`config.mk`:
```
export PLATFORM = sky130hd
export DESIGN_NAME = tc_pwl_calc
export DESIGN_NICKNAME = d
export VERILOG_FILES = /design/src/rtl/tc_pwl_calc.sv
export SDC_FILE = /design/constraint.sdc
export NUM_CORES = 1
export LEC_CHECK = 0
export CELL_PAD_IN_SITES_DETAIL_PLACEMENT = 1
export CELL_PAD_IN_SITES_GLOBAL_PLACEMENT = 1
export CORE_MARGIN = 2
export CORE_UTILIZATION = 45
export CTS_CLUSTER_SIZE = 16
export DETAILED_ROUTE_END_ITERATION = 16
export PLACE_DENSITY_LB_ADDON = 0.1
export SLEW_MARGIN = 20
export SYNTH_ARGS = -nofsm -noshare
export SYNTH_HDL_FRONTEND = slang
export SYNTH_SLANG_ARGS = --single-unit
```
`constraint.sdc`:
```
create_clock -name i_clk -period 5.6 [get_ports i_clk]
set_clock_uncertainty 0.2 [all_clocks]
set_input_delay 1.68 -clock i_clk [delete_from_list [all_inputs] [get_ports i_clk]]
set_output_delay 1.68 -clock i_clk [all_outputs]
set_load 0.02 [all_outputs]
```
`src/rtl/tc_pwl_calc.sv`:
```
// Piecewise-linear thermocouple linearizer: ADC code -> signed degC through a
// writable slope/intercept table, plus cold-junction offset and output clamp.
module tc_pwl_calc #(
    parameter int CODE_W    = 10,
    parameter int SEC_BITS  = 3,
    parameter int COEF_W    = 16,
    parameter int FRAC_BITS = 4,
    parameter int TEMP_W    = 16
) (
    input  logic                     i_clk,
    input  logic                     i_rst,
    input  logic                     i_start,
    input  logic [CODE_W-1:0]        i_code,
    input  logic [TEMP_W-1:0]        i_cj_temp,
    input  logic                     i_wr_en,
    input  logic                     i_wr_sel,
    input  logic [SEC_BITS-1:0]      i_wr_addr,
    input  logic [COEF_W-1:0]        i_wr_data,
    output logic                     o_busy,
    output logic [TEMP_W-1:0]        o_temp,
    output logic                     o_done,
    output logic                     o_sat
);
    localparam int NSEC   = 2 ** SEC_BITS;
    localparam int VAL_W  = CODE_W - SEC_BITS;
    localparam int PROD_W = COEF_W + VAL_W + 1;
    localparam int SH_W   = COEF_W + FRAC_BITS;
    localparam int ACC_W  = ((PROD_W > SH_W) ? PROD_W : SH_W) + 2;
    localparam int T_W    = (((ACC_W - FRAC_BITS) > TEMP_W) ? (ACC_W - FRAC_BITS) : TEMP_W) + 1;

    localparam logic signed [ACC_W-1:0] HALF  = ACC_W'(1) << (FRAC_BITS - 1);
    localparam logic signed [T_W-1:0]   T_MAX = T_W'((2 ** (TEMP_W - 1)) - 1);
    localparam logic signed [T_W-1:0]   T_MIN = ~T_MAX;

    typedef enum logic [1:0] {
        ST_IDLE = 2'd0,
        ST_LOAD = 2'd1,
        ST_MUL  = 2'd2,
        ST_SUM  = 2'd3
    } state_t;

    state_t state;

    logic signed [COEF_W-1:0] slope_tbl [NSEC];
    logic signed [COEF_W-1:0] icpt_tbl  [NSEC];

    logic [SEC_BITS-1:0]      sec_r;
    logic [VAL_W-1:0]         val_r;
    logic signed [TEMP_W-1:0] cj_r;
    logic signed [COEF_W-1:0] slope_r;
    logic signed [COEF_W-1:0] icpt_r;
    logic signed [PROD_W-1:0] prod_r;

    logic signed [ACC_W-1:0]  acc;
    logic signed [T_W-1:0]    t_full;
    logic [TEMP_W-1:0]        t_clamped;
    logic                     t_sat;

    // Reset values make the table an identity map (temp == code).
    always_ff @(posedge i_clk) begin
        if (i_rst) begin
            for (int s = 0; s < NSEC; s++) begin
                slope_tbl[s] <= COEF_W'(1) << FRAC_BITS;
                icpt_tbl[s]  <= COEF_W'(s) << VAL_W;
            end
        end else if (i_wr_en) begin
            if (i_wr_sel) icpt_tbl[i_wr_addr]  <= i_wr_data;
            else          slope_tbl[i_wr_addr] <= i_wr_data;
        end
    end

    // Round half up in Q.FRAC_BITS, then add cold junction and clamp.
    always_comb begin
        acc       = (ACC_W'(icpt_r) <<< FRAC_BITS) + ACC_W'(prod_r) + HALF;
        t_full    = T_W'(acc >>> FRAC_BITS) + T_W'(cj_r);
        t_clamped = TEMP_W'(t_full);
        t_sat     = 1'b0;
        if (t_full > T_MAX) begin
            t_clamped = TEMP_W'(T_MAX);
            t_sat     = 1'b1;
        end else if (t_full < T_MIN) begin
            t_clamped = TEMP_W'(T_MIN);
            t_sat     = 1'b1;
        end
    end

    always_ff @(posedge i_clk) begin
        if (i_rst) begin
            state   <= ST_IDLE;
            o_temp  <= '0;
            o_sat   <= 1'b0;
            o_done  <= 1'b0;
            sec_r   <= '0;
            val_r   <= '0;
            cj_r    <= '0;
            slope_r <= '0;
            icpt_r  <= '0;
            prod_r  <= '0;
        end else begin
            o_done <= 1'b0;
            case (state)
                ST_IDLE: begin
                    if (i_start) begin
                        sec_r <= i_code[CODE_W-1 -: SEC_BITS];
                        val_r <= i_code[VAL_W-1:0];
                        cj_r  <= i_cj_temp;
                        state <= ST_LOAD;
                    end
                end
                ST_LOAD: begin
                    slope_r <= slope_tbl[sec_r];
                    icpt_r  <= icpt_tbl[sec_r];
                    state   <= ST_MUL;
                end
                ST_MUL: begin
                    prod_r <= PROD_W'(slope_r) * PROD_W'($signed({1'b0, val_r}));
                    state  <= ST_SUM;
                end
                ST_SUM: begin
                    o_temp <= t_clamped;
                    o_sat  <= t_sat;
                    o_done <= 1'b1;
                    state  <= ST_IDLE;
                end
                default: state <= ST_IDLE;
            endcase
        end
    end

    assign o_busy = (state != ST_IDLE);

endmodule

```
==> out/summary.txt <==
Via count -> 14.0k
P_leak -> 0.00940 uW
Internal -> 5810 uW
Final hold violation count -> 0
Hold buffer count at cts -> 0
FMAX -> 189 MHz
CP startpoint kind -> flop
Avg Cell Area, Syn -> 11.3 um2
Slew Viols, Final -> 0
H-Tree Depth -> 2
Required time of the critical path -> 5.86 ns
Tightest Pin Transition -> 0.988 ns
Placed cell area -> 22600 um2
Logic pwr share -> 0.324
Area growth, synth to finish -> 12.8%
Netlist Area Pre-Place -> 21300 um2
Post-synth cell types -> 64
CP Class -> flop to flop
Chip width -> 221 um
Top cell type by total area after synthesis -> edfxtp_1
Clock Power Share -> 0.294
Routed vias/inst -> 5.44
Critical path arrival -> 5.54 ns
Flop pwr share -> 0.381
Pin count of the biggest net entering global routing -> 72
I/O Pins -> 69
Power Density -> 372 nW/um2
Met2 usage -> 0.402
Met3 GRT Util -> 0.0282
Slowest-stage cell, CP -> dfxtp_1
First-pass GRT wire length -> 85.9 mm
Global route hottest layer -> met2
Synth warn -> 0
Die height -> 221 um
Final net count -> 2166
DRT iter0 DRCs -> 546
Worst setup EP type -> flop
Initial antenna violation count -> 0
# port buffers -> 68
Post-synthesis sequential area ratio -> 0.455
Vias in the first global route -> 15.2k
# setup viols final -> 0
Clk sinks -> 355
Worst min path class -> flop to flop
Worst path max stage delay -> 0.58 ns
DRT Wirelength -> 54.1 mm
Max transition margin -> 0.341
Most frequent cells in the layout -> and2_1, edfxtp_1, inv_1, nand2_1, nor2_1
Initial Utilization -> 0.457
Pre-antenna DRT Iters -> 4
VDD IR max -> 357 uV
Rows -> 79
Yosys top cell area share -> 0.361
Die area -> 49000 um2
Critical path, cell by cell -> buf_4 > and2_1 > ha_1 > fa_1 > inv_1 > fa_1 > inv_1 > fa_1 > ha_1 > o21ai_0 > a21oi_1 > o21ai_0 > o21a_1 > o21ai_0 > a2111oi_2 > or3_1 > a311oi_1
Most common cell after layout, fill and taps aside -> and2_1
Outcome -> completed
CTS tree -> built
Fin crit period -> 5.28 ns
Finished Core Util -> 0.515
Core ar. -> 46600 um2
EDFF count, synth -> 256
# DRC -> 0
RSZ-0062 raised after global routing -> false
Switching Share -> 0.350
Async SR Flop Fraction -> 0
Finished Cell Area -> 24000 um2
Share of cells above drive strength 1 -> 0.105
Inst Count DP -> 2493
Met1 Use GR -> 0.288
Routed Antenna Nets -> 0
Cts bufs inserted -> 41
Placer Congestion -> 0.839
Net Switching -> 3120 uW
CTS max path bufs -> 3
Setup TNS -> 0 ns
Cells after Synth -> 1875
Crit path max fanout -> 10
Clock Latency Late Sink -> 0.57 ns
DP Wirelength -> 37.8 mm
Clock Root Buffer -> clkbuf_16
All-layer global routing usage -> 0.224
Synth top area cells -> edfxtp_1, and2_1, dfxtp_1
Clock Pin Slew Worst Setup and Hold Paths -> 0.06 ns
Syn_nets -> 2111
Max-cap check violation count -> 0
Most used DFF post-synth -> edfxtp_1
Diode count -> 0
Wire per inst -> 21.1 um
Remaining Overflow, GRT -> 0
#FFs+latches synth -> 355
Period utilization -> 0.943
Finished Layout Cells -> 2570
## worst paths after layout
check	slack, ns	cells past startpoint	endpoint	startpoint
worst max-delay path	0.32	17	prod_r[23]$_SDFFE_PP0P_	val_r[5]$_SDFFE_PP0P_
worst min-delay path	0.26	2	cj_r[8]$_SDFFE_PP0P_	cj_r[8]$_SDFFE_PP0P_
worst max register to register	0.32	17	prod_r[23]$_SDFFE_PP0P_	val_r[5]$_SDFFE_PP0P_
worst min register to register	0.26	2	cj_r[8]$_SDFFE_PP0P_	cj_r[8]$_SDFFE_PP0P_
## area by class of cell
| cell class | instances | area, um2 |
|---|---|---|
| fillers | 4902 | 22600 |
| multi-input cells | 1276 | 10700 |
| flip-flops and latches | 355 | 9680 |
| clock buffers | 51 | 1070 |
| repair buffers | 109 | 998 |
| well taps | 607 | 759 |
| inverters | 147 | 552 |
| clock inverters | 25 | 240 |
## Yosys cell counts, drive strengths merged, types with 3 or more instances
cell type and number:
o22ai 6, nor2b 8, o21ai 35, nor2 117, and3 8, a31oi 11, or2 18, inv 147
xor2 17, buf 21, xnor2 31, nor4 3, mux2i 46, a21oi 73, o2111ai 4, edfxtp 256
or4b 3, mux4 64, or3 32, and2 320, nor3 14, or3b 3, a21o 18, o21a 10
o32ai 15, nand2 116, ha 98, nand3 15, dfxtp 99, a211oi 40, nand2b 23, clkbuf 76
o211ai 4, o311ai 3, o21bai 6, nand4 3, fa 88
## power by group through the flow
stage	Clock (uW)	Sequential [uW]	Combinational [uW]
global placement	0	3450	2860
floorplan	0	3340	2080
detailed placement	0	3460	2920
CTS	2690	3410	2940
global route	2790	3450	3240
finish	2630	3400	2900
## metal layers
layer	vias to the layer above	wire length, um
met3	49	1790
met2	170	27900
met4	0	891
met1	7118	23600
met5	-	0
li1	6641	-
## repair_timing
action / in CTS / in global routing
endpoints found under the setup margin: 0 / 17
resized for setup: 0 / 11
buffers inserted: 0 / 1
## worst max-delay path: cells and delay by family, from the launching register on
family / cells / cell delay (ns)
compound gates: 7 / 1.39
fa+ha+maj: 5 / 2.17
flops: 1 / 0.58
buf+inv: 3 / 0.33
simple gates: 2 / 0.52
## flip-flops by register name (all words and copies together) (netlist names)
signal / cells
o_done: 1
o_temp: 16
state: 2
slope_tbl: 128
sec_r: 3
val_r: 7
cj_r: 16
prod_r: 21
slope_r: 16
icpt_r: 16
o_sat: 1
icpt_tbl: 128
## cell families (layout without fill, tap and decap cells)
family	after synthesis	count (layout)	share of synthesized area
buffers and inverters	244	332	0.0439
adder cells (fa/ha/maj)	186	186	0.140
AO/OA/AOI/OAI	242	242	0.0763
XOR/XNOR	48	48	0.0198
flip-flops	355	355	0.455
multiplexers	110	110	0.0894
AND/OR/NAND/NOR	690	690	0.176
## per-stage QoR
stage	hold slack [ns]	worst slack, ns	power (uW)
after floorplan	0.241	0.541	5410
after global placement	0.247	0.212	6310
after detailed placement	0.258	0.0742	6380
after CTS	0.267	0.0347	9040
after global routing	0.295	0.0188	9480
final	0.264	0.321	8930
No activity file was read; power rests on OpenSTA's default activity.
